## src/rtl/aes_pkg.sv

```systemverilog
// rtl/aes_pkg.sv - shared AES decryption definitions: inverse S-box table, byte indexing, InvShiftRows
package aes_pkg;

  localparam int BLOCK_W = 128;
  localparam int BYTE_W  = 8;

  typedef enum logic [1:0] {
    ST_IDLE,
    ST_SUB,
    ST_HOLD
  } ilr_state_e;

  // Entry n sits at bits [2047-8n -: 8]; each literal row covers 16 consecutive entries.
  localparam logic [2047:0] INV_SBOX = {
    128'h52096ad53036a538bf40a39e81f3d7fb,
    128'h7ce339829b2fff87348e4344c4dee9cb,
    128'h547b9432a6c2233dee4c950b42fac34e,
    128'h082ea16628d924b2765ba2496d8bd125,
    128'h72f8f66486689816d4a45ccc5d65b692,
    128'h6c704850fdedb9da5e154657a78d9d84,
    128'h90d8ab008cbcd30af7e45805b8b34506,
    128'hd02c1e8fca3f0f02c1afbd0301138a6b,
    128'h3a9111414f67dcea97f2cfcef0b4e673,
    128'h96ac7422e7ad3585e2f937e81c75df6e,
    128'h47f11a711d29c5896fb7620eaa18be1b,
    128'hfc563e4bc6d279209adbc0fe78cd5af4,
    128'h1fdda8338807c731b11210592780ec5f,
    128'h60517fa919b54a0d2de57a9f93c99cef,
    128'ha0e03b4dae2af5b0c8ebbb3c83539961,
    128'h172b047eba77d626e169146355210c7d
  };

  function automatic int idx(input int row, input int col);
    return 4 * col + row;
  endfunction

  function automatic logic [BYTE_W-1:0] inv_sbox_lookup(input logic [BYTE_W-1:0] b);
    return INV_SBOX[2047 - 8 * int'(b) -: 8];
  endfunction

  // Row r of the state is rotated right by r columns.
  function automatic logic [BLOCK_W-1:0] inv_shift_rows(input logic [BLOCK_W-1:0] s);
    logic [BLOCK_W-1:0] r;
    r = '0;
    for (int row = 0; row < 4; row++) begin
      for (int col = 0; col < 4; col++) begin
        r[BLOCK_W-1-BYTE_W*idx(row, col) -: BYTE_W] =
          s[BLOCK_W-1-BYTE_W*idx(row, (col - row + 4) % 4) -: BYTE_W];
      end
    end
    return r;
  endfunction

endpackage

```

## src/rtl/inv_sbox.sv

```systemverilog
// rtl/inv_sbox.sv - combinational AES inverse S-box lookup
module inv_sbox
  import aes_pkg::*;
(
  input  logic [BYTE_W-1:0] data_i,
  output logic [BYTE_W-1:0] data_o
);

  assign data_o = inv_sbox_lookup(data_i);

endmodule

```

## src/rtl/inv_last_round.sv

```systemverilog
// rtl/inv_last_round.sv - first AES decryption stage: AddRoundKey, InvShiftRows, then InvSubBytes
// through SBOX_LANES shared inverse S-boxes over 16/SBOX_LANES cycles.
module inv_last_round
  import aes_pkg::*;
#(
  parameter int SBOX_LANES = 4
) (
  input  logic               clk,
  input  logic               rst,
  input  logic               i_Valid,
  output logic               o_Ready,
  input  logic [BLOCK_W-1:0] i_Data,
  input  logic [BLOCK_W-1:0] i_Key,
  output logic               o_Valid,
  input  logic               i_Ready,
  output logic [BLOCK_W-1:0] o_Data
);

  localparam int NBYTE = BLOCK_W / BYTE_W;
  localparam int NCYC  = NBYTE / SBOX_LANES;
  localparam int CNT_W = (NCYC > 1) ? $clog2(NCYC) : 1;

  ilr_state_e         state_q;
  logic [CNT_W-1:0]   cnt_q;
  logic [BLOCK_W-1:0] data_q;
  logic               valid_q;

  logic [BLOCK_W-1:0] data_cap_d;
  logic [BLOCK_W-1:0] data_sub_d;
  logic [BYTE_W-1:0]  lane_in  [SBOX_LANES];
  logic [BYTE_W-1:0]  lane_out [SBOX_LANES];

  // Lane l serves byte cnt*SBOX_LANES + l in the current substitution cycle.
  always_comb begin
    for (int l = 0; l < SBOX_LANES; l++) begin
      lane_in[l] = '0;
      for (int k = l; k < NBYTE; k += SBOX_LANES) begin
        if (cnt_q == CNT_W'(k / SBOX_LANES)) begin
          lane_in[l] = data_q[BLOCK_W-1-BYTE_W*k -: BYTE_W];
        end
      end
    end
  end

  for (genvar l = 0; l < SBOX_LANES; l++) begin : g_lane
    inv_sbox u_inv_sbox (
      .data_i(lane_in[l]),
      .data_o(lane_out[l])
    );
  end

  always_comb begin
    data_sub_d = data_q;
    for (int k = 0; k < NBYTE; k++) begin
      if (cnt_q == CNT_W'(k / SBOX_LANES)) begin
        data_sub_d[BLOCK_W-1-BYTE_W*k -: BYTE_W] = lane_out[k % SBOX_LANES];
      end
    end
  end

  assign data_cap_d = inv_shift_rows(i_Data ^ i_Key);

  // Ready in HOLD follows i_Ready so a new block can enter on the same edge the old one leaves.
  assign o_Ready = (state_q == ST_IDLE) | ((state_q == ST_HOLD) & i_Ready);
  assign o_Valid = valid_q;
  assign o_Data  = data_q;

  always_ff @(posedge clk or posedge rst) begin
    if (rst) begin
      state_q <= ST_IDLE;
      cnt_q   <= '0;
      data_q  <= '0;
      valid_q <= 1'b0;
    end else begin
      unique case (state_q)
        ST_IDLE: begin
          if (i_Valid) begin
            data_q  <= data_cap_d;
            cnt_q   <= '0;
            state_q <= ST_SUB;
          end
        end
        ST_SUB: begin
          data_q <= data_sub_d;
          if (cnt_q == CNT_W'(NCYC - 1)) begin
            cnt_q   <= '0;
            valid_q <= 1'b1;
            state_q <= ST_HOLD;
          end else begin
            cnt_q <= cnt_q + CNT_W'(1);
          end
        end
        ST_HOLD: begin
          if (i_Ready) begin
            valid_q <= 1'b0;
            if (i_Valid) begin
              data_q  <= data_cap_d;
              cnt_q   <= '0;
              state_q <= ST_SUB;
            end else begin
              state_q <= ST_IDLE;
            end
          end
        end
        default: begin
          state_q <= ST_IDLE;
          valid_q <= 1'b0;
        end
      endcase
    end
  end

endmodule

```

## config.mk

```make
export PLATFORM = sky130hd
export DESIGN_NAME = inv_last_round
export DESIGN_NICKNAME = d
export VERILOG_FILES = /design/src/rtl/aes_pkg.sv /design/src/rtl/inv_sbox.sv /design/src/rtl/inv_last_round.sv
export SDC_FILE = /design/constraint.sdc
export NUM_CORES = 1
export LEC_CHECK = 0
export CELL_PAD_IN_SITES_DETAIL_PLACEMENT = 1
export CELL_PAD_IN_SITES_GLOBAL_PLACEMENT = 2
export CORE_AREA = 2 2 241 302
export CTS_CLUSTER_DIAMETER = 60
export DETAILED_ROUTE_END_ITERATION = 10
export DIE_AREA = 0 0 243 304
export GPL_TIMING_DRIVEN = 0
export HOLD_SLACK_MARGIN = 0.03
export PLACE_DENSITY = 0.94
export SYNTH_ARGS = -nofsm -noshare
export SYNTH_HDL_FRONTEND = slang
export SYNTH_HIERARCHICAL = 1
export SYNTH_SLANG_ARGS = --single-unit
export TNS_END_PERCENT = 100
```

## constraint.sdc

```tcl
create_clock -name clk -period 6.7 [get_ports clk]
set_input_delay 2.01 -clock clk [delete_from_list [all_inputs] [get_ports clk]]
set_output_delay 2.01 -clock clk [all_outputs]
set_load 0.02 [all_outputs]
```

==> results.json, run 1 <==
{
  "clock_sinks": 133,
  "crit_family": "compound AO/OA/AOI/OAI gates",
  "die_w_microns": 243,
  "ctsHoldBuffers": 0,
  "yosysWarningCount": 6,
  "hold_class": "reg2reg",
  "async_flop_share_pct": 100.0,
  "syn_area_sq_um": 22560,
  "dieArea_sq_um": 73870,
  "tns_ns": -0.2218,
  "synth_fp_nets": 3371,
  "rsz0062_at_grt": "false",
  "pre_cts_ws_ns": -0.9770,
  "fillers": 8843,
  "crit_fanout": 12,
  "grt_first_pass_wirelength_microns": 240800,
  "fin_skew_ns": 0.01799,
  "fin_ws_ns": -0.1236,
  "hold_ws_ns": 0.5339,
  "timing.final.crit_share_pct": 101.8,
  "wirelength_microns": 171800,
  "vias_per_cell": 6.887,
  "synth_edf_count": 0,
  "path_clk_slew_ns": 0.07,
  "fmax_mhz": 146.5,
  "startpoint_type": "flip-flop",
  "rows": 110,
  "synth.distinct_cells": 84,
  "syn_inst": 3023,
  "seqCellArea_sq_um": 3328,
  "r2r_cells": 21,
  "num_io_pins": 390,
  "rr_startpoint": "cnt_q[0]",
  "worstPathArrival_ns": 7.26,
  "drv_cap": 0,
  "grt_pass1_vias": 31013,
  "r2r_end": "o_Data[52]",
  "ys_seq_area_share_pct": 14.75,
  "crit_path_frequent_cell": "a21oi_1",
  "layout.cells.non_filler": 4403,
  "clock-root-buffer": "clkbuf_16",
  "clock_path_buffers": 2,
  "crit_path_cell_trace": "inv_1, ha_1, clkbuf_2, clkbuf_2, a21oi_1, o21ai_0, a22o_1, buf_4, clkinvlp_4, ha_1, clkbuf_1, nand2_1, and3_1, o21ai_0, a21oi_1, a211oi_1, o32ai_1, nor3b_2, buf_4, a21oi_1, mux2_2",
  "area_growth_pct": 25.93,
  "drt_iter0_drc": 4100,
  "route.detailed.drc": 0,
  "cts_tree": "built",
  "multi_input_area_sq_um": 16930,
  "start_util_pct": 31.65,
  "required_ns": 7.14,
  "dp_hpwl_microns": 129800,
  "finalHoldViolCount": 0,
  "slew_headroom_pct": 19.05,
  "cp.depth": 21,
  "num-nets-final": 3780,
  "crit_path_top_delay_cell": "o32ai_1",
  "synth_seq_cells": 133,
  "r2r_slack_ns": -0.12,
  "grt_remaining_overflow": 0,
  "die_h_microns": 304,
  "postRouteAntennaNets": 0,
  "dr.pass1.iters": 8,
  "status": "complete, but fails checks",
  "numPlacedInstances": 4365,
  "hold_end": "o_Data[66]",
  "violations": "negative setup slack",
  "crit_type": "reg2reg",
  "hp-start": "o_Data[66]",
  "worst_pin_slew_ns": 1.212,
  "port_buffers": 389,
  "routabilityCongestion": 1.162,
  "avgSynthCellArea_sq_um": 7.463,
  "antenna_found_initial": 12,
  "core_sq_um": 71290,
  "slowest_delay_ns": 1.01,
  "layout_min_cycle_time_ns": 6.824,
  "drv_slew": 0,
  "grt_max_degree": 80,
  "synthFlopType": "dfrtp_1",
  "cp_num_buf_inv": 7,
  "grt.total_usage_pct": 45.16,
  "drive_above_1_share_pct": 15.44,
  "yosys.area.top_type": "dfrtp_1",
  "end_kind": "flip-flop",
  "synth_area_leaders": "dfrtp_1 15%, a21oi_1 8.9%, mux2_2 6.7%, o21ai_0 5.2%, xnor2_1 5.1%",
  "num_vias": 30324,
  "hold_depth": 1,
  "htreeDepth": 4,
  "yosys.area.top_type_share_pct": 14.75,
  "cts_buffers": 17,
  "wl_per_cell_microns": 39.01,
  "worstSkewPairLatency_ns": 0.50,
  "setup_viol": 7
}
## per-layer routing
metal | up-vias | track usage (%) | share of wire [%]
li1 | 12067 | - | -
met1 | 14769 | 53.51 | 36
met2 | 2628 | 69.34 | 43
met3 | 852 | 13.82 | 12
met4 | 8 | 31.83 | 9.0
met5 | - | 0 | 0.031
## synthesized netlist by cell type (75+ instances only)
cell	n
a21oi_1	401
buf_2	104
clkbuf_1	89
dfrtp_1	133
ha_1	88
mux2_2	134
nand2_1	269
nand2b_1	78
nor2_1	138
nor2b_1	75
nor3_1	104
o21ai_0	234
xnor2_1	132
## state kept, by name (all words and copies together) (netlist names)
| register | flops |
|---|---|
| cnt_q | 2 |
| o_Data | 128 |
| o_Valid | 1 |
| state_q | 2 |
## logic make-up after synthesis
kind of cell               Yosys count  synth area share [%]
muxes                              165                 8.624
xor gates and xnor gates           132                 5.124
adders and majority gates           88                 4.880
and+or+nand+nor                    910                 21.41
DFF                                133                 14.75
AOI/OAI and AO/OA                 1203                 34.77
buffers and inverters              392                 10.44
## cell type report
class                   count  area share, %
diodes                      6        0.05285
clock buffers              19          1.594
inverters                  76          1.035
flip-flops and latches    133          11.71
clock inverters            13         0.6033
multi-input cells        2498          59.59
repair buffers            391          13.83
well taps                 952          4.193
plain buffers             315          7.390
## cell usage in the layout, fill, tap and decap left out, types with 20 or more instances in the layout
cell,netlist,final
a21oi_1,401,401
clkdlybuf4s50_1,0,389
nand2_1,269,269
o21ai_0,234,232
nor2_1,138,138
mux2_2,134,134
dfrtp_1,133,133
xnor2_1,132,132
buf_2,104,104
nor3_1,104,104
ha_1,88,87
nand2b_1,78,78
clkbuf_1,89,75
nor2b_1,75,75
buf_6,68,68
a31oi_1,68,68
inv_1,64,62
nand3_1,60,60
a211oi_1,44,44
a311oi_1,44,44
buf_4,42,43
o31ai_1,40,40
o211ai_1,40,40
a211o_1,36,36
nor3b_2,32,32
a221oi_1,32,32
a2111oi_0,28,26
a22o_1,30,25
a21o_1,24,24
and2_1,20,20
and2b_1,20,20
## per-stage QoR
step / utilization, % / area [sq um]
after floorplan: - / 22560
after global placement: 38.78 / 27650
after detailed placement: 38.82 / 27680
after CTS: 39.75 / 28340
after global routing: 39.84 / 28410
final: 39.85 / 28410
## worst max path at each step
stage / from / slack, ns / endpoint
after CTS: cnt_q[0] / 0.01 / o_Data[86]
final: cnt_q[0] / -0.12 / o_Data[52]
after floorplan: rst / 1.14 / cnt_q[0]
after global routing: cnt_q[0] / 0.01 / o_Data[5]
after global placement: rst / -1.33 / o_Data[23]
after detailed placement: cnt_q[0] / -0.98 / o_Data[118]
## what timing repair did
item	in CTS	in global routing
pin swaps	0	1
gates resized for setup	17	29
setup buffers	0	1
setup endpoints to repair	126	109
Power of run 1 is left out: the tool's default activity adds up to more than one toggle a clock period on the data nets, which glitch-free logic cannot reach.
==> inputs of run 2 (changes only) <==
- ABC_CLOCK_PERIOD_IN_PS: default -> 6700
- CORE_AREA: 2 2 241 302 -> 2 2 269 271
- DIE_AREA: 0 0 243 304 -> 0 0 271 273
==> results.json, run 2 (synthesis gave the netlist of run 1 again) <==
{
  "hp-start": "o_Valid",
  "layout.cells.non_filler": 4398,
  "placed_cell_area_sq_um": 27680,
  "route.detailed.drc": 0,
  "timing.final.crit_share_pct": 100.8,
  "final_area_sq_um": 28360,
  "worst_pin_slew_ns": 1.400,
  "grt_pass1_vias": 29802,
  "end_kind": "flip-flop",
  "fin_util_pct": 39.94,
  "layout_min_cycle_time_ns": 6.753,
  "fin_ws_ns": -0.05316,
  "grt.total_usage_pct": 43.69,
  "rsz0062_at_grt": "true",
  "r2r_cells": 20,
  "dieArea_sq_um": 73980,
  "grt_max_degree": 82,
  "area_growth_pct": 25.69,
  "rows": 98,
  "worstSkewPairLatency_ns": 0.50,
  "hold_end": "o_Valid",
  "grt_remaining_overflow": 0,
  "numPlacedInstances": 4363,
  "wl_per_cell_microns": 38.21,
  "antenna_found_initial": 4,
  "drv_slew": 0,
  "drt_iter0_drc": 4101,
  "grt_first_pass_wirelength_microns": 233100,
  "finalHoldViolCount": 0,
  "port_buffers": 389,
  "postRouteAntennaNets": 0,
  "clock-root-buffer": "clkbuf_16",
  "num_vias": 30219,
  "core_sq_um": 71000,
  "status": "complete, but fails checks",
  "required_ns": 7.08,
  "hold_depth": 2,
  "cts_buffers": 17,
  "violations": "negative setup slack",
  "wirelength_microns": 168100,
  "drv_cap": 0,
  "num-nets-final": 3779,
  "setup_viol": 11,
  "ctsHoldBuffers": 0,
  "worstPathArrival_ns": 7.13,
  "clock_sinks": 133,
  "path_clk_slew_ns": 0.06,
  "num_io_pins": 390,
  "crit_type": "reg2reg",
  "r2r_slack_ns": -0.05,
  "layout_common_cells": "400 x a21oi_1, 389 x clkdlybuf4s50_1, 269 x nand2_1",
  "fillers": 8682,
  "largest_reg_flops": 128,
  "htreeDepth": 4,
  "rr_startpoint": "cnt_q[0]",
  "fmax_mhz": 148.1,
  "cts_tree": "built",
  "hold_class": "reg2reg",
  "die_w_microns": 271,
  "vias_per_cell": 6.871,
  "final_common_cell": "a21oi_1",
  "clock_path_buffers": 2,
  "crit_fanout": 16,
  "die_h_microns": 273,
  "fin_skew_ns": 0.01988,
  "drive_above_1_share_pct": 15.30,
  "startpoint": "cnt_q[0]",
  "start_util_pct": 31.78,
  "r2r_end": "o_Data[103]",
  "dr.pass1.iters": 6,
  "slew_headroom_pct": 6.664,
  "startpoint_type": "flip-flop",
  "dp_hpwl_microns": 127600,
  "routabilityCongestion": 1.128
}
-- run 2: worst max-delay path by stage --
stage                        to  depth (start not counted)
floorplan              cnt_q[0]                          1
global placement      o_Data[2]                          2
CTS                  o_Data[11]                         20
global route         o_Data[93]                         18
finish              o_Data[103]                         20
detailed placement    o_Data[2]                         20
-- run 2: worst max-delay path, cell delays in order, from the launching register on --
cell,delay [ns]
dfrtp_1,0.43
inv_1,0.10
ha_1,0.20
buf_2,0.32
buf_2,0.51
nand2_1,0.11
o21ai_0,0.52
a22o_1,0.50
buf_6,0.23
inv_1,0.07
buf_4,0.21
clkbuf_1,0.51
ha_1,0.47
or3b_2,0.54
a21oi_1,0.27
nor2_1,0.07
a211oi_1,0.52
o32ai_1,0.20
nor3b_2,0.47
a21oi_1,0.10
mux2_2,0.28
-- run 2: per-layer routing --
layer	vias to the layer above	GRT usage (%)	routed length, microns
li1	12090	-	-
met5	-	0	30
met1	14904	54.10	64280
met3	668	13.28	20060
met2	2553	66.07	71510
met4	4	27.35	12190
-- run 2: final cells by class --
type | count | area (sq um) | share of cell area, %
multi-input cells | 2498 | 16900 | 59.60
diodes | 4 | 10.01 | 0.03530
inverters | 76 | 290.3 | 1.024
flip-flops and latches | 133 | 3328 | 11.74
clock inverters | 12 | 177.7 | 0.6265
plain buffers | 315 | 2093 | 7.381
clock buffers | 20 | 446.7 | 1.575
repair buffers | 390 | 3921 | 13.83
well taps | 950 | 1189 | 4.191
-- run 2: per-stage QoR --
step	setup TNS [ns]	setup slack [ns]	hold slack, ns
5_1_grt	-0.1451	-0.04444	0.5445
2_1_floorplan	0	1.136	0.5163
6_report	-0.2574	-0.05316	0.5312
3_5_place_dp	-11.69	-0.5348	0.5080
4_1_cts	0	0.02480	0.5254
3_3_place_gp	-201.64	-1.393	0.4936
-- run 2: timing repair --
action,4_1_cts,5_1_grt
buffers inserted,0,0
resized for setup,16,25
cloned,0,0
setup endpoints to repair,66,61
Power of run 2 is left out for the same reason.
